--- config.mk ---
export PLATFORM = sky130hd
export DESIGN_NAME = issue_select_n_flat
export DESIGN_NICKNAME = d
export VERILOG_FILES = /design/src/rtl/issue_select_n_pkg.sv /design/src/rtl/issue_select_n_if.sv /design/src/rtl/issue_select_n_pick.sv /design/src/rtl/issue_select_n.sv /design/src/flat_wrapper.sv
export SDC_FILE = /design/constraint.sdc
export NUM_CORES = 1
export LEC_CHECK = 0
export ABC_AREA = 1
export CAP_MARGIN = 20
export CORE_AREA = 2 2 89 91
export CTS_CLUSTER_SIZE = 40
export DETAILED_ROUTE_END_ITERATION = 6
export DIE_AREA = 0 0 91 93
export PLACE_DENSITY = 0.8
export RECOVER_POWER = 50
export SYNTH_ARGS = -nofsm -noshare
export SYNTH_HDL_FRONTEND = slang
export SYNTH_HIERARCHICAL = 1
export SYNTH_SLANG_ARGS = --single-unit
--- constraint.sdc ---
create_clock -name CLK -period 21.9 [get_ports CLK]
set_clock_uncertainty 0.2 [all_clocks]
set_input_delay 3.285 -clock CLK [delete_from_list [all_inputs] [get_ports CLK]]
set_output_delay 3.285 -clock CLK [all_outputs]
set_load 0.05 [all_outputs]
--- src/rtl/issue_select_n_pkg.sv ---
// Shared types for the scoreboard issue stage: FU slot states and age defaults.
package issue_select_n_pkg;

    typedef enum logic [1:0] {
        FUST_EMPTY = 2'd0,
        FUST_WAIT  = 2'd1,
        FUST_RDY   = 2'd2,
        FUST_EX    = 2'd3
    } fust_state_e;

    localparam logic [1:0] ST_EMPTY = FUST_EMPTY;
    localparam logic [1:0] ST_WAIT  = FUST_WAIT;
    localparam logic [1:0] ST_RDY   = FUST_RDY;
    localparam logic [1:0] ST_EX    = FUST_EX;

    localparam int         ISSUE_AGE_W_DEF = 6;
    localparam logic [5:0] ISSUE_AGE_MAX   = 6'd63;

endpackage

--- src/rtl/issue_select_n_if.sv ---
// Dispatch/FUST-facing bundle of the issue-select core; master drives, slave is the core.
interface issue_select_if #(
    parameter int NUM_FU = 5,
    parameter int AGE_W  = 6
);
    logic                      freeze;
    logic                      branch_miss;
    logic                      branch_resolved;
    logic [NUM_FU-1:0]         alloc_en;
    logic [NUM_FU-1:0]         alloc_spec;
    logic [NUM_FU-1:0]         deps_clear;
    logic [NUM_FU-1:0]         fu_done;
    logic [NUM_FU-1:0]         alloc_ready;
    logic [NUM_FU-1:0]         issue_grant;
    logic [2*NUM_FU-1:0]       slot_state;
    logic [NUM_FU-1:0]         slot_busy;
    logic [AGE_W*NUM_FU-1:0]   slot_age;

    modport master (
        output freeze, branch_miss, branch_resolved,
               alloc_en, alloc_spec, deps_clear, fu_done,
        input  alloc_ready, issue_grant, slot_state, slot_busy, slot_age
    );

    modport slave (
        input  freeze, branch_miss, branch_resolved,
               alloc_en, alloc_spec, deps_clear, fu_done,
        output alloc_ready, issue_grant, slot_state, slot_busy, slot_age
    );

endinterface

--- src/rtl/issue_select_n_pick.sv ---
// Combinational oldest-first picker: one-hot of the masked slot with the highest age.
module age_oldest_pick
    import issue_select_n_pkg::*;
#(
    parameter int NUM_FU = 5,
    parameter int AGE_W  = ISSUE_AGE_W_DEF
) (
    input  logic [NUM_FU-1:0]       mask,
    input  logic [AGE_W*NUM_FU-1:0] ages,
    output logic [NUM_FU-1:0]       pick
);

    logic [AGE_W-1:0] best_age;
    logic             found;

    // Strict compare while scanning upward keeps the lower index on equal ages.
    always_comb begin
        pick     = '0;
        best_age = '0;
        found    = 1'b0;
        for (int i = 0; i < NUM_FU; i++) begin
            if (mask[i] && (!found || ages[i*AGE_W +: AGE_W] > best_age)) begin
                pick     = '0;
                pick[i]  = 1'b1;
                best_age = ages[i*AGE_W +: AGE_W];
                found    = 1'b1;
            end
        end
    end

endmodule

--- src/rtl/issue_select_n.sv ---
// Issue-selection core: tracks FU slots EMPTY/WAIT/RDY/EX, ages them and grants the oldest ready.
module issue_select_n
    import issue_select_n_pkg::*;
#(
    parameter int                NUM_FU  = 5,
    parameter int                ISSUE_W = 1,
    parameter int                AGE_W   = ISSUE_AGE_W_DEF,
    parameter logic [NUM_FU-1:0] SPEC_OK = NUM_FU'(1)
) (
    input  logic          CLK,
    input  logic          nRST,
    issue_select_if.slave bus
);

    localparam logic [AGE_W-1:0] AGE_MAX = '1;

    logic                    alloc_ok;
    logic                    any_alloc;
    logic [NUM_FU-1:0]       alloc_rdy;
    logic [NUM_FU-1:0]       alloc_acc;
    logic [NUM_FU-1:0]       cand;
    logic [NUM_FU-1:0]       grant;
    logic [NUM_FU-1:0]       busy;
    logic [2*NUM_FU-1:0]     state_flat;
    logic [AGE_W*NUM_FU-1:0] age_flat;

    assign alloc_ok  = !bus.freeze && !bus.branch_miss;
    assign alloc_acc = bus.alloc_en & alloc_rdy;
    assign any_alloc = |alloc_acc;

    for (genvar i = 0; i < NUM_FU; i++) begin : slot_g
        logic [1:0]       st_q;
        logic [AGE_W-1:0] age_q;
        logic             spec_q;

        assign alloc_rdy[i] = alloc_ok &&
                              (st_q == ST_EMPTY || (st_q == ST_EX && bus.fu_done[i]));
        assign cand[i]      = (st_q == ST_RDY || (st_q == ST_WAIT && bus.deps_clear[i])) &&
                              alloc_ok && (!spec_q || SPEC_OK[i] || bus.branch_resolved);
        assign busy[i]      = (st_q != ST_EMPTY);
        assign state_flat[2*i +: 2]       = st_q;
        assign age_flat[i*AGE_W +: AGE_W] = age_q;

        // A miss flush outranks alloc (alloc_ok is low then) and resolve.
        always_ff @(posedge CLK) begin
            if (!nRST) begin
                st_q   <= ST_EMPTY;
                age_q  <= '0;
                spec_q <= 1'b0;
            end else if (bus.branch_miss && spec_q) begin
                st_q   <= ST_EMPTY;
                age_q  <= '0;
                spec_q <= 1'b0;
            end else if (alloc_acc[i]) begin
                st_q   <= ST_WAIT;
                age_q  <= AGE_W'(1);
                spec_q <= bus.alloc_spec[i];
            end else begin
                if (bus.branch_resolved) begin
                    spec_q <= 1'b0;
                end
                case (st_q)
                    ST_WAIT, ST_RDY: begin
                        if (grant[i]) begin
                            st_q  <= ST_EX;
                            age_q <= '0;
                        end else begin
                            if (st_q == ST_WAIT && bus.deps_clear[i] && alloc_ok) begin
                                st_q <= ST_RDY;
                            end
                            if (any_alloc && age_q != AGE_MAX) begin
                                age_q <= age_q + AGE_W'(1);
                            end
                        end
                    end
                    ST_EX: begin
                        if (bus.fu_done[i]) begin
                            st_q <= ST_EMPTY;
                        end
                    end
                    default: ;
                endcase
            end
        end
    end

    // Pickers cascade: each stage only sees candidates the earlier stages skipped.
    logic [NUM_FU-1:0] pick_mask [ISSUE_W];
    logic [NUM_FU-1:0] pick      [ISSUE_W];

    for (genvar k = 0; k < ISSUE_W; k++) begin : pick_g
        if (k == 0) begin : first_g
            assign pick_mask[k] = cand;
        end else begin : next_g
            assign pick_mask[k] = pick_mask[k-1] & ~pick[k-1];
        end

        age_oldest_pick #(
            .NUM_FU (NUM_FU),
            .AGE_W  (AGE_W)
        ) u_pick (
            .mask (pick_mask[k]),
            .ages (age_flat),
            .pick (pick[k])
        );
    end

    always_comb begin
        grant = '0;
        for (int k = 0; k < ISSUE_W; k++) begin
            grant = grant | pick[k];
        end
    end

    assign bus.alloc_ready = alloc_rdy;
    assign bus.issue_grant = grant;
    assign bus.slot_state  = state_flat;
    assign bus.slot_busy   = busy;
    assign bus.slot_age    = age_flat;

endmodule
--- src/flat_wrapper.sv ---
// flat-port wrapper written by rule: the top's interface ports become plain ports
module issue_select_n_flat import issue_select_n_pkg::*;
#(
    parameter int                NUM_FU  = 5,
    parameter int                ISSUE_W = 1,
    parameter int                AGE_W   = ISSUE_AGE_W_DEF,
    parameter logic [NUM_FU-1:0] SPEC_OK = NUM_FU'(1)
)
  (CLK, nRST, bus_freeze, bus_branch_miss, bus_branch_resolved, bus_alloc_en, bus_alloc_spec, bus_deps_clear, bus_fu_done, bus_alloc_ready, bus_issue_grant, bus_slot_state, bus_slot_busy, bus_slot_age);
  issue_select_if #(.NUM_FU(NUM_FU), .AGE_W(AGE_W)) bus_i ();
  input  logic CLK;
  input  logic nRST;
  input wire logic [$bits(bus_i.freeze)-1:0] bus_freeze;
  input wire logic [$bits(bus_i.branch_miss)-1:0] bus_branch_miss;
  input wire logic [$bits(bus_i.branch_resolved)-1:0] bus_branch_resolved;
  input wire logic [$bits(bus_i.alloc_en)-1:0] bus_alloc_en;
  input wire logic [$bits(bus_i.alloc_spec)-1:0] bus_alloc_spec;
  input wire logic [$bits(bus_i.deps_clear)-1:0] bus_deps_clear;
  input wire logic [$bits(bus_i.fu_done)-1:0] bus_fu_done;
  output wire logic [$bits(bus_i.alloc_ready)-1:0] bus_alloc_ready;
  output wire logic [$bits(bus_i.issue_grant)-1:0] bus_issue_grant;
  output wire logic [$bits(bus_i.slot_state)-1:0] bus_slot_state;
  output wire logic [$bits(bus_i.slot_busy)-1:0] bus_slot_busy;
  output wire logic [$bits(bus_i.slot_age)-1:0] bus_slot_age;
  assign bus_i.freeze = bus_freeze;
  assign bus_i.branch_miss = bus_branch_miss;
  assign bus_i.branch_resolved = bus_branch_resolved;
  assign bus_i.alloc_en = bus_alloc_en;
  assign bus_i.alloc_spec = bus_alloc_spec;
  assign bus_i.deps_clear = bus_deps_clear;
  assign bus_i.fu_done = bus_fu_done;
  assign bus_alloc_ready = bus_i.alloc_ready;
  assign bus_issue_grant = bus_i.issue_grant;
  assign bus_slot_state = bus_i.slot_state;
  assign bus_slot_busy = bus_i.slot_busy;
  assign bus_slot_age = bus_i.slot_age;
  issue_select_n #(.NUM_FU(NUM_FU), .ISSUE_W(ISSUE_W), .AGE_W(AGE_W), .SPEC_OK(SPEC_OK)) u_core (.CLK(CLK), .nRST(nRST), .bus(bus_i));
endmodule
==> results by group <==
Outcome
  – Outcome: completed

Yosys
  – Most used flip-flop cell after synthesis: dfxtp_1
  – Synthesized area per cell: 6.17 um^2
  – Area leader, netlist: dfxtp_1
  – Syn Inst Count: about 670
  – Top area cells in the synthesized netlist: dfxtp_1 22%, ha_1 15%, nand2_1 15%, nand3_1 9.7%, inv_1 8.6%
  – Seq/Total Area, Yosys: roughly 22%
  – Post-synth EDFFs: 0
  – Warnings from Yosys: 6
  – Cell with the most instances after synthesis: nand2_1
  – Net count of the mapped netlist: 742
  – Cell area after synthesis: 4120 um^2
  – Top cell types by occurrence after synthesis: 160 x nand2_1, 94 x inv_1, 80 x nand3_1
  – Share of async-settable or async-resettable flops after synthesis: 0%
  – Number of synthesized register bits: 45
  – Number of unique standard cell types used by synthesis: 33
  – Area share of the largest cell type after synthesis: 21.9%

Setup path
  – Largest stage delay on the critical path: 1.04 ns
  – Crit-path max FO: 18
  – Arrival @ worst endpoint: 12.00 ns
  – Cell mode on critical path: nand2_1
  – Critical-path top delay cell: nor2_1
  – Worst R2R Path Depth: 50
  – R2R Setup Slk: 14.04 ns
  – Type of destination of the critical path: primary output
  – Reg-to-reg startpoint: u_core/slot_g[0].st_q[0]
  – Data required time of the worst path: about 18 ns
  – FF-to-FF End: u_core/slot_g[2].st_q[0]
  – Kind of start point of the critical path: input pin
  – Worst Setup Path Type: in2out

Global routing
  – Wire length of the first global-routing pass: 18300 um
  – Via count of the first global-routing pass: 4226
  – All-Layer GR Usage: 25.7%
  – Number of antenna violations at the first check in global routing: 0
  – Final global-route overflow total: 0
  – Largest net degree at the start of global routing: 19

Clock network
  – Worst-path clk slew: 0.08 ns
  – Cts-stage hold buffer count: 0
  – H-tree level count: 2
  – Root buffer selected by CTS: clkbuf_8
  – Total setup buffers inserted after CTS: 0
  – PostCTS Resize Cnt: 0
  – Clock tree from TritonCTS: done
  – Worst-skew pair later-pin latency: 0.31 ns
  – Buffer levels on the longest clock path: 2
  – Num CTS Buffers: 5
  – Number of sinks driven by the clock tree: 45

Timing
  – Final hold violation count: 0
  – Worst slew pin tran: 1.33 ns
  – Period Utilization, post-route: 70.7%
  – Setup repair after global routing missed its margin: no
  – Maximum clock rate: between 60 and 70 MHz
  – Final number of setup-violating endpoints: 0
  – Final number of max-transition violations: 0
  – Sum Neg Setup Slack: 0 ns
  – Final Critical Period: 15.48 ns
  – Worst max-slew margin expressed relative to the limit: 11.2%
  – Setup ws final: 6.42 ns
  – Final Hold Slack: 0.319 ns

Floorplanning
  – Die Area: 8460 um^2
  – Die width: 91 um
  – Number of cell rows: 32
  – Initial cell density of the core: between 50% and 60%
  – Core Region: between 7000 and 8000 um^2
  – IO Count: 80
  – Die boundary height: 93 um

Layout
  – Layout cells sized above 1: 4.44%
  – FILL cells: 701
  – Synth-to-layout area growth: 23.0%
  – Number of nets in the final layout: 817
  – Number of antenna repair diodes: 0
  – Final Core Density: between 60% and 70%

Pwr
  – Power density cells: 94.7 nW/um^2
  – Total power: between 0.4 and 0.5 mW
  – Leakage: 2.47 nW
  – Worst supply voltage drop on vdd: 48.4 uV

Routing
  – Initial drt markers: about 190
  – DRC violations left: 0
  – Routed Antenna Nets: 0
  – Count of vias placed by the detailed router: 4559
  – Avg Vias per Cell: 5.39
  – Drt wl/cell: 13.1 um
  – Detailed-route wire length: 11100 um
  – 1st-pass router iterations: 6

Placed design
  – Number of I/O port buffers: 79
  – GPL Wtd Cong: 0.956
  – Minimum setup slack after placement: 7.39 ns
  – Post-DP HPWL: roughly 8500 um

Worst hold path
  – Worst Hold Path Cells: 2
  – WHS Endpoint: u_core/slot_g[0].st_q[1]
  – Worst min-delay path startpoint: u_core/slot_g[0].st_q[1]
  – Class of the tightest hold or removal check: reg2reg

Job
  – Number of violations of the max-capacitance limit: 0
## area by class of cell
| cell class | count | area, um^2 | share of cell area [%] |
|---|---|---|---|
| Multi-Input combinational cell | 517 | 2780 | 54.8 |
| Sequential cell | 45 | 901 | 17.8 |
| Timing Repair Buffer | 79 | 791 | 15.6 |
| Inverter | 95 | 357 | 7.04 |
| Tap cell | 102 | 128 | 2.52 |
| Clock buffer | 7 | 86.3 | 1.70 |
| Clock inverter | 1 | 30.0 | 0.593 |
## cells in the final DEF (no fill, tap or decap), types with 2 or more instances in the layout
master / netlist / final
nand2_4: 2 / 2
clkbuf_8: 0 / 6
dfxtp_1: 45 / 45
nor2_1: 78 / 79
nand3b_1: 5 / 5
o21ai_1: 2 / 2
clkdlybuf4s50_1: 0 / 34
or2_2: 5 / 5
nand2_1: 160 / 160
a21oi_1: 63 / 63
dlygate4sd3_1: 0 / 45
and2_1: 6 / 6
o21ai_2: 5 / 5
a31oi_1: 2 / 2
o21ai_0: 32 / 32
inv_1: 94 / 94
nor3_1: 2 / 2
o211a_1: 2 / 2
nand3_1: 80 / 84
nand2_2: 9 / 9
ha_1: 49 / 49
## sequential cells by signal, indices dropped and copies added (netlist names)
| register | cells |
|---|---|
| u_core/slot_g.spec_q | 5 |
| u_core/slot_g.age_q | 30 |
| u_core/slot_g.st_q | 10 |
## routing by layer
metal / wire, um / GRT usage (%)
met1: 4810 / 30.2
met2: 5440 / 46.7
met5: 0 / 0
met4: 309 / 10.1
met3: 530 / 4.27
## worst max-delay path, delay by kind of cell
family,cells,cell delay (ns)
adder cells (fa/ha/maj),4,1.15
buffers and inverters,6,1.79
AO/OA/AOI/OAI,6,0.75
AND/OR/NAND/NOR,30,5.00
## through the flow
| stage | cells | area, um^2 |
|---|---|---|
| detailed placement | 838 | 4980 |
| global route | 846 | 5070 |
| finish | 846 | 5070 |
| CTS | 846 | 5090 |
| floorplan | 668 | 4120 |
| global placement | 838 | 4980 |
## kinds of logic (layout without fill, tap and decap cells)
logic type	after synthesis	after routing	synth area share (%)
and+or+nand+nor	358	358	38.7
AOI/OAI and AO/OA	110	110	14.4
buffers and inverters	106	182	10.1
adders and majority gates	49	49	14.9
DFF	45	45	21.9
## how the worst max path moves through the flow
stage | to | slack (ns) | start
finish | bus_issue_grant[3] | 6.42 | bus_branch_miss
global route | bus_issue_grant[3] | 5.66 | bus_branch_miss
detailed placement | bus_issue_grant[2] | 7.39 | bus_branch_miss
floorplan | bus_issue_grant[2] | 8.85 | bus_freeze
CTS | bus_issue_grant[2] | 7.27 | bus_branch_miss
global placement | bus_issue_grant[3] | 7.75 | bus_branch_miss
## report_power, final
group / total, mW / switching [mW] / internal [mW] / leakage, nW
Clock: 0.0664 / 0.0292 / 0.0372 / 0.0585
Sequential: 0.124 / 0.0261 / 0.0975 / 0.366
Combinational: 0.290 / 0.193 / 0.0969 / 2.04
Note: power is estimated with default switching activity, not from simulation.
